`src/rtl/fp_mul_arbiter.sv`:
```
// Round-robin arbiter that shares one FP16 multiplier among NREQ requesters.
// Each requester has at most one op in flight and gets a held, registered result.
module fp_mul_arbiter #(
  parameter int NREQ = 4,
  parameter int LAT  = 1
) (
  input  logic                 clk,
  input  logic                 rst_n,
  input  logic [NREQ-1:0]      req_valid,
  output logic [NREQ-1:0]      req_ready,
  input  logic [16*NREQ-1:0]   req_a,
  input  logic [16*NREQ-1:0]   req_b,
  output logic [15:0]          mul_a,
  output logic [15:0]          mul_b,
  input  logic [15:0]          mul_c,
  output logic [NREQ-1:0]      rsp_valid,
  output logic [16*NREQ-1:0]   rsp_data,
  input  logic [NREQ-1:0]      rsp_ready,
  output logic                 idle
);

  localparam int IW = $clog2(NREQ);

  logic [NREQ-1:0] busy_reg, busy_next;
  logic [NREQ-1:0] rsp_valid_reg, rsp_valid_next;
  logic [15:0]     rsp_data_reg  [NREQ];
  logic [15:0]     rsp_data_next [NREQ];
  logic [IW-1:0]   rr_ptr_reg, rr_ptr_next;
  logic [NREQ-1:0] eligible;
  logic [NREQ-1:0] grant_vec;
  logic [IW-1:0]   grant_idx;
  logic            grant_found;
  logic            grant_valid;
  logic            tag_out_valid;
  logic [IW-1:0]   tag_out_idx;

  assign eligible = req_valid & ~busy_reg;

  // Circular search starting at rr_ptr; first eligible index wins.
  always_comb begin : arbitrate
    int j;
    logic [IW-1:0] cand;
    grant_found = 1'b0;
    grant_idx   = '0;
    j           = 0;
    cand        = '0;
    for (int k = 0; k < NREQ; k++) begin
      j = int'(rr_ptr_reg) + k;
      if (j >= NREQ) j = j - NREQ;
      cand = IW'(j);
      if (!grant_found && eligible[cand]) begin
        grant_found = 1'b1;
        grant_idx   = cand;
      end
    end
  end

  // Reset masks the grant so nothing is issued while rst_n is low.
  assign grant_valid = grant_found & rst_n;

  always_comb begin
    grant_vec = '0;
    mul_a     = 16'h0000;
    mul_b     = 16'h0000;
    for (int i = 0; i < NREQ; i++) begin
      if (grant_valid && (grant_idx == IW'(i))) begin
        grant_vec[i] = 1'b1;
        mul_a        = req_a[16*i +: 16];
        mul_b        = req_b[16*i +: 16];
      end
    end
  end

  assign req_ready = grant_vec;

  always_comb begin
    rr_ptr_next = rr_ptr_reg;
    if (grant_valid) begin
      if (grant_idx == IW'(NREQ-1)) rr_ptr_next = '0;
      else                           rr_ptr_next = grant_idx + IW'(1);
    end
  end

  generate
    if (LAT == 0) begin : g_comb_tag
      assign tag_out_valid = grant_valid;
      assign tag_out_idx   = grant_idx;
    end else begin : g_pipe_tag
      logic [LAT-1:0] tag_valid_reg;
      logic [IW-1:0]  tag_idx_reg [LAT];

      // Tag walks alongside the multiplier pipeline so the product lands on its owner.
      always_ff @(posedge clk or negedge rst_n) begin
        if (!rst_n) begin
          tag_valid_reg <= '0;
          for (int s = 0; s < LAT; s++) tag_idx_reg[s] <= '0;
        end else begin
          tag_valid_reg[0] <= grant_valid;
          tag_idx_reg[0]   <= grant_idx;
          for (int s = 1; s < LAT; s++) begin
            tag_valid_reg[s] <= tag_valid_reg[s-1];
            tag_idx_reg[s]   <= tag_idx_reg[s-1];
          end
        end
      end

      assign tag_out_valid = tag_valid_reg[LAT-1];
      assign tag_out_idx   = tag_idx_reg[LAT-1];
    end
  endgenerate

  // busy stays set from grant through acceptance, which also blocks overwrite of a held result.
  always_comb begin
    busy_next      = busy_reg;
    rsp_valid_next = rsp_valid_reg;
    rsp_data_next  = rsp_data_reg;
    for (int i = 0; i < NREQ; i++) begin
      if (rsp_valid_reg[i] && rsp_ready[i]) begin
        rsp_valid_next[i] = 1'b0;
        busy_next[i]      = 1'b0;
      end
      if (grant_vec[i]) busy_next[i] = 1'b1;
      if (tag_out_valid && (tag_out_idx == IW'(i))) begin
        rsp_valid_next[i] = 1'b1;
        rsp_data_next[i]  = mul_c;
      end
    end
  end

  always_ff @(posedge clk or negedge rst_n) begin
    if (!rst_n) begin
      busy_reg      <= '0;
      rsp_valid_reg <= '0;
      rr_ptr_reg    <= '0;
      for (int i = 0; i < NREQ; i++) rsp_data_reg[i] <= 16'h0000;
    end else begin
      busy_reg      <= busy_next;
      rsp_valid_reg <= rsp_valid_next;
      rr_ptr_reg    <= rr_ptr_next;
      for (int i = 0; i < NREQ; i++) rsp_data_reg[i] <= rsp_data_next[i];
    end
  end

  genvar gi;
  generate
    for (gi = 0; gi < NREQ; gi++) begin : g_rsp_out
      assign rsp_data[16*gi +: 16] = rsp_data_reg[gi];
    end
  endgenerate

  assign rsp_valid = rsp_valid_reg;
  assign idle      = ~|busy_reg;

endmodule
```
`config.mk`:
```
export PLATFORM = sky130hd
export DESIGN_NAME = fp_mul_arbiter
export DESIGN_NICKNAME = d
export VERILOG_FILES = /design/src/rtl/fp_mul_arbiter.sv
export SDC_FILE = /design/constraint.sdc
export NUM_CORES = 1
export LEC_CHECK = 0
export ABC_AREA = 0
export BUFFER_PORTS_ARGS = -buffer_cell sky130_fd_sc_hd__clkbuf_2
export CORE_UTILIZATION = 31
export DETAILED_ROUTE_END_ITERATION = 16
export PLACE_DENSITY = 0.69
export SLEW_MARGIN = 20
export SYNTH_ARGS = -nofsm -noshare
export SYNTH_HDL_FRONTEND = slang
export SYNTH_SLANG_ARGS = --single-unit
```
`constraint.sdc`:
```
create_clock -name clk -period 2.5 [get_ports clk]
set_clock_uncertainty 0.1 [all_clocks]
set_input_delay 0.125 -clock clk [delete_from_list [all_inputs] [get_ports clk]]
set_output_delay 0.125 -clock clk [all_outputs]
set_load 0.02 [all_outputs]
```
==> flow_metrics.env <==
export IMPL_drt_pass1_iterations=4
export IMPL_crit_chain="nand2b_4 -> a21oi_2 -> o211a_1 -> o41a_1 -> ha_4 -> buf_12 -> and3b_1 -> a21oi_1 -> o21ai_2 -> a22o_1 -> clkbuf_2"
export IMPL_vias_per_cell=5.05
export IMPL_p_sw_mw=4.36
export IMPL_synth_top_family_by_area="compound AO/OA/AOI/OAI gates"
export IMPL_combPwrFrac=0.656
export IMPL_syn_avg_cell_area_sq_um=10.8
export IMPL_synth_nets=543
export IMPL_cp_required_ns=2.28
export IMPL_tritoncts="done"
export IMPL_cts_max_level=3
export IMPL_num_rows=42
export IMPL_dieHeight_microns=118
export IMPL_p_leak_nw=3.46
export IMPL_cts_buffers=9
export IMPL_period_needed_ns=2.95
export IMPL_final_common_cell="clkbuf_2"
export IMPL_cp_depth=11
export IMPL_yosysSeqAreaShare=0.462
export IMPL_r2r_start="busy_reg[1]"
export IMPL_synth_async_sr_flop_share=1.00
export IMPL_synth_compound_area_frac=0.181
export IMPL_grt_pass1_wl_mm=23.3
export IMPL_finalMaxSlewViolations=0
export IMPL_die_area_sq_um=13900
export IMPL_gp_congestion=0.858
export IMPL_area_delta_synth_final_pct=65.1
export IMPL_worst_path_max_fanout=30
export IMPL_start_util=0.316
export IMPL_outcome="finished, violations left"
export IMPL_die_x_microns=118
export IMPL_max_stage_delay_ns=0.44
export IMPL_cp_end_kind="output pin"
export IMPL_seqPwrFrac=0.224
export IMPL_synth_fa_ha_area_frac=0.0120
export IMPL_grt_ovfl_total=0
export IMPL_netlist_area_sq_um=4170
export IMPL_synth_flop_cell="dfrtp_1"
export IMPL_cp_start_kind="flop"
export IMPL_synth_cells=385
export IMPL_worst_pin_slew_ns=0.952
export IMPL_critPathLaunch="busy_reg[1]"
export IMPL_dpl_cell_area_sq_um=5780
export IMPL_worst_path_buf_inv=2
export IMPL_ios=259
export IMPL_vias=4418
export IMPL_clkSinkCount=77
export IMPL_antenna_found_initial=1
export IMPL_largest_reg_flops=64
export IMPL_drv_cap=0
export IMPL_synthXorXnorAreaFrac=0
export IMPL_setup_viol=36
export IMPL_switching_share=0.433
export IMPL_clockRootBuffer="clkbuf_16"
export IMPL_ys_seq_elements=77
export IMPL_final_net_count=850
export IMPL_max_freq_mhz=339
export IMPL_pre_cts_ws_ns=-0.170
export IMPL_vdd_ir_drop_max_uv=543
export IMPL_drc=0
export IMPL_place_detailed_hpwl_mm=9.68
export IMPL_routedWlPerCell_microns=17.4
export IMPL_numPortBuffers=258
export IMPL_hp_class="input pin to flop"
export IMPL_drt_iter0_drc=220
export IMPL_pwr_share_clk=0.121
export IMPL_ys_types=31
export IMPL_design_area_sq_um=6880
export IMPL_rsz0062_at_grt="yes"
export IMPL_synthMuxAreaShare=0.173
export IMPL_critPathTopFamily="compound AO/OA/AOI/OAI gates"
export IMPL_powerDensity_nw_per_um2=1460
export IMPL_grt_pass1_vias=4569
export IMPL_crit_path_end="mul_b[8]"
export IMPL_cp_arrival_ns=2.72
export IMPL_p_int_mw=5.71
export IMPL_clock_path_buffers=2
export IMPL_slowest_stage="dfrtp_1"
export IMPL_clk_latency_ns=0.32
export IMPL_crit_type="flop to output pin"
export IMPL_finalHoldViolCount=0
export IMPL_rr_endpoint="busy_reg[2]"
export IMPL_reg2regPathDepth=13
export IMPL_final_cell_mix="227 x clkbuf_2, 77 x dfrtp_1, 64 x mux2_2"
export IMPL_drive_gt1_frac=0.611
export IMPL_post_route_period_util=1.18
export IMPL_violations="negative setup slack"
export IMPL_coreArea_sq_um=13200
export IMPL_synth_simple_area_share=0.130
export IMPL_drtAntennaViolNets=0
export IMPL_path_clk_slew_ns=0.06
export IMPL_ff2ff_setup_slack_ns=-0.03
export IMPL_finalWorstSetupSlack_ns=-0.447
export IMPL_yosysWarningCount=0
export IMPL_track_usage=0.215
export IMPL_slew_headroom=0.365
export IMPL_grt_max_degree=78
export IMPL_drt_wl_total_mm=15.2
export IMPL_synth_edff_count=0
worst register-to-register path: cells and delay by family (launching register included):
kind | cells | cell delay (ns)
simple gates | 2 | 0.31
compound gates | 4 | 0.58
flops | 1 | 0.44
buf+inv | 6 | 0.80
fa+ha+maj | 1 | 0.17
Yosys cell counts (2+ instances only):
master / count / share of area
nor2b_1: 5 / 0.0075
nand3b_1: 2 / 0.0036
and2_1: 3 / 0.0045
ha_1: 4 / 0.012
buf_6: 5 / 0.014
nand2_1: 37 / 0.033
a21oi_1: 34 / 0.041
a21o_1: 5 / 0.0090
inv_1: 6 / 0.0054
and3b_1: 31 / 0.065
mux2_2: 64 / 0.17
o21ai_0: 37 / 0.044
a22oi_1: 2 / 0.0036
o41a_1: 2 / 0.0054
nand3_1: 2 / 0.0024
clkbuf_1: 21 / 0.019
buf_2: 4 / 0.0048
a22o_1: 32 / 0.067
dfrtp_1: 77 / 0.46
kinds of logic (layout without fill, tap and decap cells):
family | count (synthesis) | in the layout
and+or+nand+nor | 87 | 90
muxes | 64 | 64
buffers and inverters | 36 | 345
DFF | 77 | 77
adders and majority gates | 4 | 4
other | 0 | 1
AOI/OAI and AO/OA | 117 | 117
area by class of cell:
class | instances | area (sq um)
clock inverter | 6 | 47.5
antenna | 1 | 2.50
inverter | 6 | 22.5
multi-input combinational | 275 | 2290
sequential | 77 | 1930
timing repair buffer | 323 | 2140
tap | 176 | 220
clock buffer | 10 | 239
fill | 1157 | 6310
worst min-delay path by stage:
| stage | from | end | cells past startpoint |
|---|---|---|---|
| final | req_valid[2] | g_pipe_tag.tag_idx_reg[1] | 4 |
| after global routing | req_valid[2] | g_pipe_tag.tag_idx_reg[1] | 4 |
| after CTS | req_valid[1] | rr_ptr_reg[0] | 6 |
| after detailed placement | rsp_ready[3] | rsp_valid[3] | 2 |
| after global placement | rsp_ready[3] | rsp_valid[3] | 2 |
| after floorplan | rst_n | busy_reg[0] | 0 |
through the flow:
step / total power, mW / setup TNS (ns) / utilization / hold WS (ns) / instances
after floorplan: 5.62 / 0 / - / -0.271 / 385
after global placement: 7.35 / -0.337 / 0.438 / 0.239 / 813
after detailed placement: 7.49 / -1.29 / 0.438 / 0.247 / 813
after CTS: 9.88 / -10.63 / 0.514 / 0.304 / 873
after global routing: 10.6 / -16.89 / 0.522 / 0.361 / 874
final: 10.1 / -12.97 / 0.522 / 0.358 / 874
repair_timing:
action,CTS,global route
setup buffers,17,2
endpoints found under the hold margin,139,0
cloned,6,0
gates resized for setup,70,66
pin swaps,9,7
hold buffers,21,0
setup endpoints to repair,36,37
power groups by stage:
stage	Sequential, mW	Clock, mW	Combinational (mW)
3_5_place_dp	2.26	0	5.23
6_report	2.25	1.22	6.60
3_3_place_gp	2.20	0	5.14
2_1_floorplan	2.92	0	2.70
5_1_grt	2.33	1.29	7.03
4_1_cts	2.24	1.24	6.40
layer usage:
| layer | up-vias | track usage | routed length, microns |
|---|---|---|---|
| li1 | 2031 | - | - |
| met1 | 2134 | 0.235 | 5850 |
| met2 | 218 | 0.403 | 8050 |
| met3 | 35 | 0.0359 | 807 |
| met4 | 0 | 0.0994 | 540 |
| met5 | - | 0 | 0 |
(Power assumes the default switching activity.)
